===== config.mk =====
export PLATFORM = sky130hd
export DESIGN_NAME = alu_pipe
export DESIGN_NICKNAME = d
export VERILOG_FILES = /design/src/rtl/alu_pkg.sv /design/src/rtl/alu_pipe_core.sv /design/src/rtl/alu_pipe.sv
export SDC_FILE = /design/constraint.sdc
export NUM_CORES = 1
export LEC_CHECK = 0
export CAP_MARGIN = 25
export CORE_MARGIN = 3
export CORE_UTILIZATION = 50
export DETAILED_ROUTE_END_ITERATION = 10
export PLACE_DENSITY = 0.84
export SETUP_SLACK_MARGIN = 0.4
export SYNTH_ARGS = -nofsm -noshare
export SYNTH_HDL_FRONTEND = slang
export SYNTH_SLANG_ARGS = --single-unit

===== constraint.sdc =====
create_clock -name clk -period 8.8 [get_ports clk]
set_input_delay 2.2 -clock clk [delete_from_list [all_inputs] [get_ports clk]]
set_output_delay 2.2 -clock clk [all_outputs]
set_load 0.005 [all_outputs]

===== src/rtl/alu_pkg.sv =====
`default_nettype none
// ============================================================================
// Module      : alu_pkg
// Description : Control-bit positions and named control codes for the
//               Hack-compatible pipelined ALU.
// Revision    : 1.0 - initial release
// ============================================================================
package alu_pkg;

    localparam int CTRL_W  = 6;

    localparam int CTRL_ZX = 5;
    localparam int CTRL_NX = 4;
    localparam int CTRL_ZY = 3;
    localparam int CTRL_NY = 2;
    localparam int CTRL_F  = 1;
    localparam int CTRL_NO = 0;

    localparam logic [CTRL_W-1:0] ALU_ZERO  = 6'b101010;
    localparam logic [CTRL_W-1:0] ALU_ONE   = 6'b111111;
    localparam logic [CTRL_W-1:0] ALU_NEG1  = 6'b111010;
    localparam logic [CTRL_W-1:0] ALU_XPY   = 6'b000010;
    localparam logic [CTRL_W-1:0] ALU_XMY   = 6'b010011;
    localparam logic [CTRL_W-1:0] ALU_XANDY = 6'b000000;

endpackage
`default_nettype wire


===== src/rtl/alu_pipe_core.sv =====
`default_nettype none
// ============================================================================
// Module      : alu_pipe_core
// Description : Combinational ALU function on preprocessed operands; produces
//               result and zr/ng/co/ov flags.
// Revision    : 1.0 - initial release
// ============================================================================
module alu_pipe_core #(
    parameter int WIDTH = 16
) (
    input  logic [WIDTH-1:0] xp,
    input  logic [WIDTH-1:0] yp,
    input  logic             f,
    input  logic             no,
    output logic [WIDTH-1:0] out,
    output logic             zr,
    output logic             ng,
    output logic             co,
    output logic             ov
);

    logic [WIDTH:0]   w_sum;
    logic [WIDTH-1:0] w_r;

    always_comb begin
        w_sum = {1'b0, xp} + {1'b0, yp};
        w_r   = f ? w_sum[WIDTH-1:0] : (xp & yp);
        out   = no ? ~w_r : w_r;
        zr    = (out == '0);
        ng    = out[WIDTH-1];
        // Adder flags describe x'+y' before the output inversion
        co    = f & w_sum[WIDTH];
        ov    = f & (xp[WIDTH-1] == yp[WIDTH-1]) & (w_sum[WIDTH-1] != xp[WIDTH-1]);
    end

endmodule
`default_nettype wire


===== src/rtl/alu_pipe.sv =====
`default_nettype none
// ============================================================================
// Module      : alu_pipe
// Description : Two-stage pipelined Hack ALU with valid/ready handshakes on
//               both sides; S1 holds preprocessed operands, S2 the result.
// Revision    : 1.0 - initial release
// ============================================================================
module alu_pipe #(
    parameter int WIDTH = 16
) (
    input  logic             clk,
    input  logic             reset,
    input  logic             in_valid,
    output logic             in_ready,
    input  logic [WIDTH-1:0] x,
    input  logic [WIDTH-1:0] y,
    input  logic [5:0]       ctrl,
    output logic             out_valid,
    input  logic             out_ready,
    output logic [WIDTH-1:0] out,
    output logic             zr,
    output logic             ng,
    output logic             co,
    output logic             ov
);
    import alu_pkg::*;

    logic             r_s1_valid;
    logic [WIDTH-1:0] r_s1_x;
    logic [WIDTH-1:0] r_s1_y;
    logic             r_s1_f;
    logic             r_s1_no;

    logic             r_out_valid;
    logic [WIDTH-1:0] r_out;
    logic             r_zr;
    logic             r_ng;
    logic             r_co;
    logic             r_ov;

    logic [WIDTH-1:0] w_xp;
    logic [WIDTH-1:0] w_yp;
    logic             w_s1_adv;
    logic             w_s2_adv;
    logic [WIDTH-1:0] w_core_out;
    logic             w_core_zr;
    logic             w_core_ng;
    logic             w_core_co;
    logic             w_core_ov;

    // Zeroing happens before inversion, so zx+nx yields all-ones
    always_comb begin
        w_xp = ctrl[CTRL_ZX] ? '0 : x;
        if (ctrl[CTRL_NX]) w_xp = ~w_xp;
        w_yp = ctrl[CTRL_ZY] ? '0 : y;
        if (ctrl[CTRL_NY]) w_yp = ~w_yp;
    end

    assign w_s2_adv  = !r_out_valid || out_ready;
    assign w_s1_adv  = !r_s1_valid || w_s2_adv;
    assign in_ready  = w_s1_adv;

    assign out_valid = r_out_valid;
    assign out       = r_out;
    assign zr        = r_zr;
    assign ng        = r_ng;
    assign co        = r_co;
    assign ov        = r_ov;

    alu_pipe_core #(
        .WIDTH (WIDTH)
    ) u_core (
        .xp  (r_s1_x),
        .yp  (r_s1_y),
        .f   (r_s1_f),
        .no  (r_s1_no),
        .out (w_core_out),
        .zr  (w_core_zr),
        .ng  (w_core_ng),
        .co  (w_core_co),
        .ov  (w_core_ov)
    );

    always_ff @(posedge clk) begin
        if (reset) begin
            r_s1_valid  <= 1'b0;
            r_out_valid <= 1'b0;
            r_out       <= '0;
            r_zr        <= 1'b1;
            r_ng        <= 1'b0;
            r_co        <= 1'b0;
            r_ov        <= 1'b0;
        end else begin
            if (w_s1_adv) r_s1_valid <= in_valid;
            if (w_s2_adv) begin
                r_out_valid <= r_s1_valid;
                // A bubble only clears out_valid; the stale data is never presented
                if (r_s1_valid) begin
                    r_out <= w_core_out;
                    r_zr  <= w_core_zr;
                    r_ng  <= w_core_ng;
                    r_co  <= w_core_co;
                    r_ov  <= w_core_ov;
                end
            end
        end
    end

    always_ff @(posedge clk) begin
        if (w_s1_adv && in_valid) begin
            r_s1_x  <= w_xp;
            r_s1_y  <= w_yp;
            r_s1_f  <= ctrl[CTRL_F];
            r_s1_no <= ctrl[CTRL_NO];
        end
    end

endmodule
`default_nettype wire

==> results.toml <==
[yosys]
seq_area_frac_synth_pct = 41.0
synth_seq_cells = 55
synthFlopType = "edfxtp_1"
avgSynthCellArea_um2 = 9.51
yosys_warnings = 0
synth.distinct_cells = 53
syn_inst = 370
synth_top_cells_by_area = "edfxtp_1 (29%), dfxtp_1 (12%), xnor2_1 (11%)"
synth_top_area_share_pct = 29.0
synthTopCellsByCount = "xnor2_1 (46), nand2_1 (44), nand2b_1 (36)"
async_flop_share_pct = 0
post-synth-top-count-cell = "xnor2_1"
synth_edf_count = 34
yosys.area.top_type = "edfxtp_1"
netlist_area_um2 = 3520
syn-num-nets = 429

[timing]
tightest_slew_ns = 0.917
clock.fmax_ghz = 0.177
rsz0062_at_grt = "no"
setup_tns_ns = 0
setup_viol = 0
hold_viol_final = 0
fin_skew_ns = 0.00791
fin_crit_sh_pct = 64.0
slew_headroom_pct = 38.7
report.final.slew_viol_count = 0
final.min_clock_period_ns = 5.64

[final_layout]
multi_input_area_um2 = 1960
fill_cells = 570
syn2layout_area_growth_pct = 22.9
seqCellArea_um2 = 1440
diodes = 0
layout-drive-gt1-share_pct = 3.77
layout.nets = 482

[cts]
clk-insertion-delay-late_ns = 0.31
cts_resized = 0
clkSinkCount = 55
root_buffer = "clkbuf_8"
cts_buffers = 5
post-cts-setup-buffer-count = 0
cts_tree = "done"
htreeDepth = 2
clock_path_buffers = 2
ctsHoldBuffers = 0
cts.clk_slew.worst_paths_ns = 0.10

[die]
fp.dieH_um = 89.9
row_count = 29
start_util_pct = 53.6
core_area_um2 = 6570
die_w_um = 89.9
ios = 64
fp.dieArea_um2 = 8080

[critical_path]
path_cells = "clkdlybuf4s50_1 > nor2b_1 > nand2_1 > clkdlybuf4s50_1"
endpoint = "in_ready"
rr_endpoint = "zr"
crit_path_max_incr_delay_ns = 0.45
crit_path_top_delay_cell = "clkdlybuf4s50_1"
end_kind = "output pin"
cpMostUsedCell = "clkdlybuf4s50_1"
crit_required_ns = 6.60
reg2reg_depth = 9
critPathKind = "input port to output pin"
cp_max_fo = 5
cp.arrival_ns = 3.43
cp-startpoint = "out_ready"
worst_setup_path_start_kind = "input port"
rrSetupSlack_ns = 5.65
worstReg2RegStart = "r_s1_x[0]"

[grt]
grt.overflow.total = 0
antenna_found_initial = 0
grt_pass1_vias = 2483
grt_max_degree = 35
grt_first_pass_wirelength_um = 11200
grt.total_usage_pct = 16.5

[drt]
ant_nets = 0
avgRoutedWirePerCell_um = 13.0
routed_via_density = 5.21
wl_um = 6700
drcViolationCount = 0
dr.pass1.iters = 4
drt-initial-drc-count = 143
vias = 2695

[hold_path]
holdCritPathClass = "flop to flop"

[placement]
dp_hpwl_um = 5340
place_congestion = 0.868
port_buffers = 63

[flow_run]
cap_violations = 0

[power_and_ir_drop]
finalPower_mw = 0.693
leakage_nw = 1.54
powerDensity_nw_per_um2 = 160
irDropWorstVdd_v = 0.0000759

[outcome]
status = "finished clean"
[cell usage in the layout (no fill, tap or decap), drive strengths merged, types with 2 or more instances in the layout]
master | netlist | routed
or3 | 2 | 2
mux2i | 7 | 7
a211oi | 4 | 4
o221ai | 2 | 2
mux2 | 3 | 3
buf | 7 | 3
dfxtp | 21 | 21
clkbuf | 13 | 5
nor4 | 3 | 3
and3 | 2 | 2
ha | 16 | 16
o21bai | 3 | 3
o2111ai | 3 | 3
edfxtp | 34 | 34
inv | 9 | 10
xnor2 | 46 | 46
nor3 | 5 | 5
clkdlybuf4s50 | 0 | 63
a31oi | 2 | 2
and2 | 2 | 2
and4 | 2 | 2
nand4 | 4 | 4
nand2b | 36 | 36
nand2 | 44 | 44
nand3 | 6 | 6
o21a | 3 | 3
nor2 | 12 | 12
a21oi | 35 | 35
nor3b | 2 | 2
nor2b | 4 | 4
o21ai | 9 | 9
xor2 | 9 | 9
o211ai | 4 | 4
[routing by layer]
layer | GRT usage, % | part of all wire (%) | vias up
li1 | - | - | 1414
met1 | 20.8 | 46 | 1201
met2 | 28.8 | 48 | 74
met3 | 3.59 | 5.2 | 6
met4 | 4.08 | 0.72 | 0
met5 | 0 | 0 | -
[through the flow]
| step | utilization, % | instance area [um2] | cells | setup WS [ns] | hold slack (ns) |
|---|---|---|---|---|---|
| final | 65.8 | 4320 | 517 | 3.17 | 0.453 |
| after detailed placement | 64.1 | 4210 | 509 | 3.16 | 0.442 |
| after global placement | 64.1 | 4210 | 509 | 3.22 | 0.437 |
| after CTS | 65.8 | 4320 | 517 | 3.16 | 0.457 |
| after floorplan | - | 3520 | 370 | 4.09 | 0.448 |
| after global routing | 65.8 | 4320 | 517 | 3.07 | 0.470 |
[layout make-up]
class / count / area share, %
Multi-Input combinational cell: 286 / 45.4
Sequential cell: 55 / 33.3
Timing Repair Buffer: 66 / 15.1
Tap cell: 93 / 2.69
Clock buffer: 5 / 1.59
Clock inverter: 3 / 1.10
Inverter: 9 / 0.781
[kinds of logic (layout without fill, tap and decap cells)]
| family | after synthesis | in the layout | share of synthesized area [%] |
|---|---|---|---|
| AOI/OAI and AO/OA | 74 | 74 | 13.5 |
| xor gates and xnor gates | 55 | 55 | 13.7 |
| adders and majority gates | 17 | 17 | 6.26 |
| buffers and inverters | 29 | 83 | 3.24 |
| DFF | 55 | 55 | 41.0 |
| muxes | 10 | 10 | 2.95 |
| and+or+nand+nor | 130 | 130 | 19.3 |
[how the worst min path moves through the flow]
stage / from / endpoint / slack [ns] / cells after the start
final: out[10] / out[10] / 0.45 / 2
after global routing: out[10] / out[10] / 0.47 / 2
after CTS: out[10] / out[10] / 0.46 / 2
after detailed placement: out[10] / out[10] / 0.44 / 2
after global placement: out[10] / out[10] / 0.44 / 2
after floorplan: out[10] / out[10] / 0.45 / 2
[registers in the layout, summed over array words and instances, names as in the netlist]
register    cells
out            16
r_s1_x         16
r_s1_y         16
co              1
out_valid       1
ov              1
r_s1_f          1
r_s1_no         1
r_s1_valid      1
zr              1
[critical path: cells and delay by family]
| family | cells | cell delay, ns |
|---|---|---|
| simple gates | 2 | 0.37 |
| buf+inv | 2 | 0.86 |
[report_power, final]
| part | leakage [nW] | switching [mW] | internal, mW |
|---|---|---|---|
| clock network | 0.0587 | 0.0855 | 0.0863 |
| registers | 0.504 | 0.0105 | 0.298 |
| logic | 0.980 | 0.108 | 0.105 |
(Power assumes the default switching activity.)
==> RTL change 1: new RTL, same settings <==
`WIDTH` is set to 16 in 2 places; all go to 32.
--- a/src/rtl/alu_pipe_core.sv
+++ b/src/rtl/alu_pipe_core.sv
@@ -6,7 +6,7 @@
 // Revision    : 1.0 - initial release
 // ============================================================================
 module alu_pipe_core #(
-    parameter int WIDTH = 16
+    parameter int WIDTH = 32
 ) (
     input  logic [WIDTH-1:0] xp,
     input  logic [WIDTH-1:0] yp,
--- a/src/rtl/alu_pipe.sv
+++ b/src/rtl/alu_pipe.sv
@@ -6,7 +6,7 @@
 // Revision    : 1.0 - initial release
 // ============================================================================
 module alu_pipe #(
-    parameter int WIDTH = 16
+    parameter int WIDTH = 32
 ) (
     input  logic             clk,
     input  logic             reset,
Ports: changed (resized out, x and y); port bits go from 64 to 112. No check against the original RTL was run, so the function may have changed too.
==> RTL change 1 against the original RTL <==
- area after synthesis grew 110%
- cell area up 100%
- power is 110% higher
- routed wire length increased to 2.5 times the old value
- clock skew up 0.00075 ns
- sequential cell count up 48
- sequential power grew 87%
- worst setup slack gained 0.015 ns
- final cell count grew 110%
- critical path type unchanged
- critical endpoint unchanged
- largest power group unchanged
==> RTL change 1: results (changes against the original RTL) <==
- The run finished with clean final reports.
- The final worst slack came to 3.18 ns (+0.0150 ns).
- The number of global-route vias before repair is 5720 (+130%).
- The share of post-route cells with drive strength above 1 came to 0.0352 (-0.00253).
- Vias per inst: 5.73 (+10%)
* Met3 capacity usage during global routing: 0.0339 (-0.00203)
- Standby leakage power: 3.11 nW (+100%)
- Global Route met1 Usage: 0.312 (+0.104)
* Sequential element share of the synthesized area: 0.369 (-0.0405)
* Int Power: 0.998 mW (+100%)
- The tree is rooted in a clkbuf_16.
- The number of synthesized flops with an enable pin came to 66 (+94%).
- Grouping stages by cell kind, the critical path spends the most delay in buffers and inverters.
- Count of instances resized after the clock tree is built: 0 (unchanged)
* Max Fanout on Critical Path: 5 (unchanged)
- Library cell contributing the largest single delay on the critical path: clkdlybuf4s50_1
* GRT Util Overall: 0.210 (+0.0447)
- Final net count: 1011 (+110%)
- The initial antenna violation count is 0 (unchanged).
* Port buffer count: 111 (+76%)
- Worst hold path type: reg -> reg
- The met2 track demand over resource in global routing came to 0.310 (+0.0215).
* Net count of the mapped netlist: 940 (+120%)
- Wire length of the first global-routing pass: 27.8 mm (+150%)
- The post-detailed-placement half-perimeter wirelength came to 12.6 mm (+140%).
- The maximum resistive drop on vdd was 121 uV (+59%).
- Actual transition at the worst max-transition pin: 1.07 ns (+0.154 ns)
- The pin count of the biggest net entering global routing came to 67 (+91%).
- Final Hold Slack: 0.448 ns (-0.00534 ns)
- Launch point of the worst path: out_ready
* Maximum buffer depth of the clock tree: 2 (unchanged)
- Number of levels the H-tree was split into: 3 (+1)
- # Post-CTS Setup Buffers: 0 (unchanged)
* Top cells by instance count after synthesis: xnor2_1, nand2_1, nand2b_1
* Count of filler cells inserted in the layout: 1212 (+110%)
- The worst register-to-register path begins at r_s1_x[0]$_DFFE_PP_.
* Initial detailed-routing violation count: 463 (+220%)
- Top cells by area, synth: edfxtp_1, xnor2_1, dfxtp_1, nand2b_1, ha_1
- The number of antenna cells inserted is 0 (unchanged).
* Clock network latency to the later pin of the worst-skew pair: 0.36 ns (+0.05 ns)
* Number of buffers created by CTS: 9 (+4)
* Total Wirelength: 16.9 mm (+150%)
- Source of the worst hold timing path: out[14]$_SDFFE_PP0P_
* Internal reg-to-reg setup slack: 5.13 ns (-0.52 ns)
- DR pass1 iterations: 5 (+1)
- The clock-pin slew on the worst setup and hold paths is 0.06 ns (-0.04 ns).
* Clock skew after layout: 0.00866 ns (+0.000749 ns)
- The number of warnings printed during yosys synthesis came to 0 (unchanged).
- Placer's final routability congestion estimate: 0.970 (+12%)
- The residual DRC count was 0 (unchanged).
- The count of different cell masters after synthesis came to 70 (+32%).
RTL change 1: cell count changes after synthesis, sizes merged, moves of 32 or more:
cell and change:
nor2 +38, xnor2 +51, nand2 +44, edfxtp +32, nand2b +36, a21oi +33
RTL change 1: worst paths after layout:
| kind | end | cells past startpoint |
|---|---|---|
| worst max register to register | zr$_SDFFE_PP1P_ | 13 |
| worst max-delay path | in_ready | 4 |
| worst min-delay path | out[14]$_SDFFE_PP0P_ | 2 |
| worst min register to register | out[14]$_SDFFE_PP0P_ | 2 |
RTL change 1: kinds of logic after synthesis:
kind of cell / count (synthesis) / share of synthesized area
and+or+nand+nor: 325 / 0.229
AOI/OAI and AO/OA: 194 / 0.177
DFF: 103 / 0.369
xor gates and xnor gates: 99 / 0.118
buffers and inverters: 69 / 0.0370
adders and majority gates: 33 / 0.0570
muxes: 10 / 0.0139
RTL change 1: stage by stage:
| stage | instances | total power, mW | util | cell area [sq um] |
|---|---|---|---|---|
| after floorplan | 833 | 0.927 | - | 7380 |
| after global placement | 1073 | 1.06 | 0.602 | 8520 |
| after detailed placement | 1073 | 1.07 | 0.602 | 8520 |
| after CTS | 1089 | 1.45 | 0.622 | 8800 |
| after global routing | 1089 | 1.53 | 0.622 | 8800 |
| final | 1089 | 1.45 | 0.622 | 8800 |
RTL change 1: power groups by stage:
stage	registers (mW)	clock network (mW)	logic (mW)
finish	0.577	0.379	0.492
global route	0.580	0.407	0.544
CTS	0.577	0.390	0.486
floorplan	0.585	0	0.343
global placement	0.585	0	0.477
detailed placement	0.587	0	0.484
RTL change 1: layer usage:
layer	vias up	part of all wire
li1	3145	-
met1	2854	0.48
met2	221	0.43
met3	22	0.076
met4	0	0.016
met5	-	0
RTL change 1: area by class of cell:
cell class	instances	share of cell area
Multi-Input combinational cell	661	0.498
Sequential cell	103	0.309
Timing Repair Buffer	116	0.129
Clock buffer	11	0.0264
Tap cell	180	0.0256
Clock inverter	5	0.00554
Inverter	13	0.00554
RTL change 1: worst reg2reg max path, stage by stage (launching register included):
cell and delay [ns]:
edfxtp_1 0.33, ha_1 0.21, inv_1 0.07, fa_1 0.37
and2b_1 0.26, o31ai_2 0.14, a31o_4 0.29, o31a_1 0.34
or2_0 0.21, o311a_1 0.35, or3b_1 0.41, a2111oi_2 0.34
o2111ai_1 0.16, o21ai_1 0.13
==> RTL change 2: new RTL, config.mk and constraints unchanged <==
Without the edit above. Reset style: asynchronous (`reset`), changed in one clocked block.
--- a/src/rtl/alu_pipe.sv
+++ b/src/rtl/alu_pipe.sv
@@ -81,7 +81,7 @@
         .ov  (w_core_ov)
     );
 
-    always_ff @(posedge clk) begin
+    always_ff @(posedge clk or posedge reset) begin
         if (reset) begin
             r_s1_valid  <= 1'b0;
             r_out_valid <= 1'b0;
Check against the original RTL: differs if reset is asserted again (counterexample within 4 cycles, from zero or initial values and one cycle with reset high); with reset held inactive, the same outputs for 10 cycles.
==> RTL change 2 against the original RTL <==
- die area grew 2.2%
- routed wire length shrank 2.9%
- power grew 9.3%
- worst setup slack gained 0.12 ns
- non-clock buffer count shrank 2
- area after synthesis grew 2.3%
- cell area grew 1.4%
- sequential cell count is the same
- critical path type unchanged
==> RTL change 2: results (changes against the original RTL) <==
- Flip-flop and latch power: 0.337 mW (+9.4%)
- The largest fanout on the critical path came to 3 (-2).
- Initial detailed-routing violation count: 120 (-16%)
- IR drop worst, VDD: 64.3 uV (-15%)
- The cell-internal power came to 0.541 mW (+11%).
- Wire length of the first global-routing pass: 10.8 mm (-3.6%)
* Area fraction in compound gates after synthesis: 0.148 (+0.0125)
* Vias per inst: 5.24 (+0.54%)
- The wire length per cell was 13.2 um (+1.6%).
- Number of instances in the synthesized netlist: 345 (-6.8%)
* Top cells by area, synth: edfxtp_1, dfrtp_1, xnor2_1, nand2b_1, ha_1
* Net switching share of the total power: 0.286 (-0.00904)
- Worst setup slack before clock tree synthesis: 3.28 ns (+0.117 ns)
* Combinational power: 0.263 mW (+23%)
* Top cells by instance count after synthesis: xnor2_1, nand2b_1, edfxtp_1
- The delay contributed by the slowest stage of the critical path came to 0.51 ns (+0.06 ns).
- Status: completed
- The pin count of the biggest net entering global routing was 36 (+2.9%).
- The share of post-route cells with drive strength above 1 is 0.0477 (+0.0100).
- Standby leakage power: 1.64 nW (+6.0%)
- HPWL after detailed placement: 5.23 mm (-2.1%)
* Max_slew headroom: 0.338 (-0.0490)
- Total placed instance area: 0.00428 sq mm (+1.8%)
- Clock skew after layout: 0.00525 ns (-0.00267 ns)
* GRT Util Overall: 0.156 (-0.00888)
## RTL change 2: cell count changes after synthesis, moves of 4 or more
cell,change
nor3_1,+7
a21oi_1,-22
inv_1,-4
xor2_1,+4
dfrtp_1,+20
nand2_1,-21
xnor2_1,-5
o21ai_1,+6
dfxtp_1,-21
o21ai_0,+7
## RTL change 2: routing by layer
layer  vias to the layer above  share of wire  track usage
li1                       1348              -            -
met4                         0         0.0054       0.0339
met2                        76           0.47        0.265
met3                         2          0.044       0.0233
met1                      1163           0.48        0.212
met5                         -              0            0
## RTL change 2: final timing paths
path | slack [ns] | cells after the start | from | endpoint
hold / removal | 0.48 | 2 | out[1]$_DFFE_PP0P_ | out[1]$_DFFE_PP0P_
min in group asynchronous | 2.31 | 2 | reset | out[4]$_DFFE_PP0P_
setup reg to reg | 5.57 | 8 | r_s1_f$_DFFE_PP_ | zr$_DFFE_PP1P_
max in group asynchronous | 6.03 | 2 | reset | out[11]$_DFFE_PP0P_
setup / recovery | 3.29 | 3 | out_ready | in_ready
hold reg to reg | 0.48 | 2 | out[1]$_DFFE_PP0P_ | out[1]$_DFFE_PP0P_
## RTL change 2: final cells by class
cell class / count / area, sq um
clock inverter: 1 / 30.0
inverter: 5 / 18.8
multi-input combinational: 267 / 1960
clock buffer: 6 / 72.6
sequential: 55 / 1550
fill: 595 / 2520
tap: 96 / 120
timing repair buffer: 64 / 638
## RTL change 2: tightest hold or removal path, delay by kind of cell (launching register included)
family | cells | cell delay (ns)
flops | 1 | 0.35
compound gates | 1 | 0.06
simple gates | 1 | 0.05
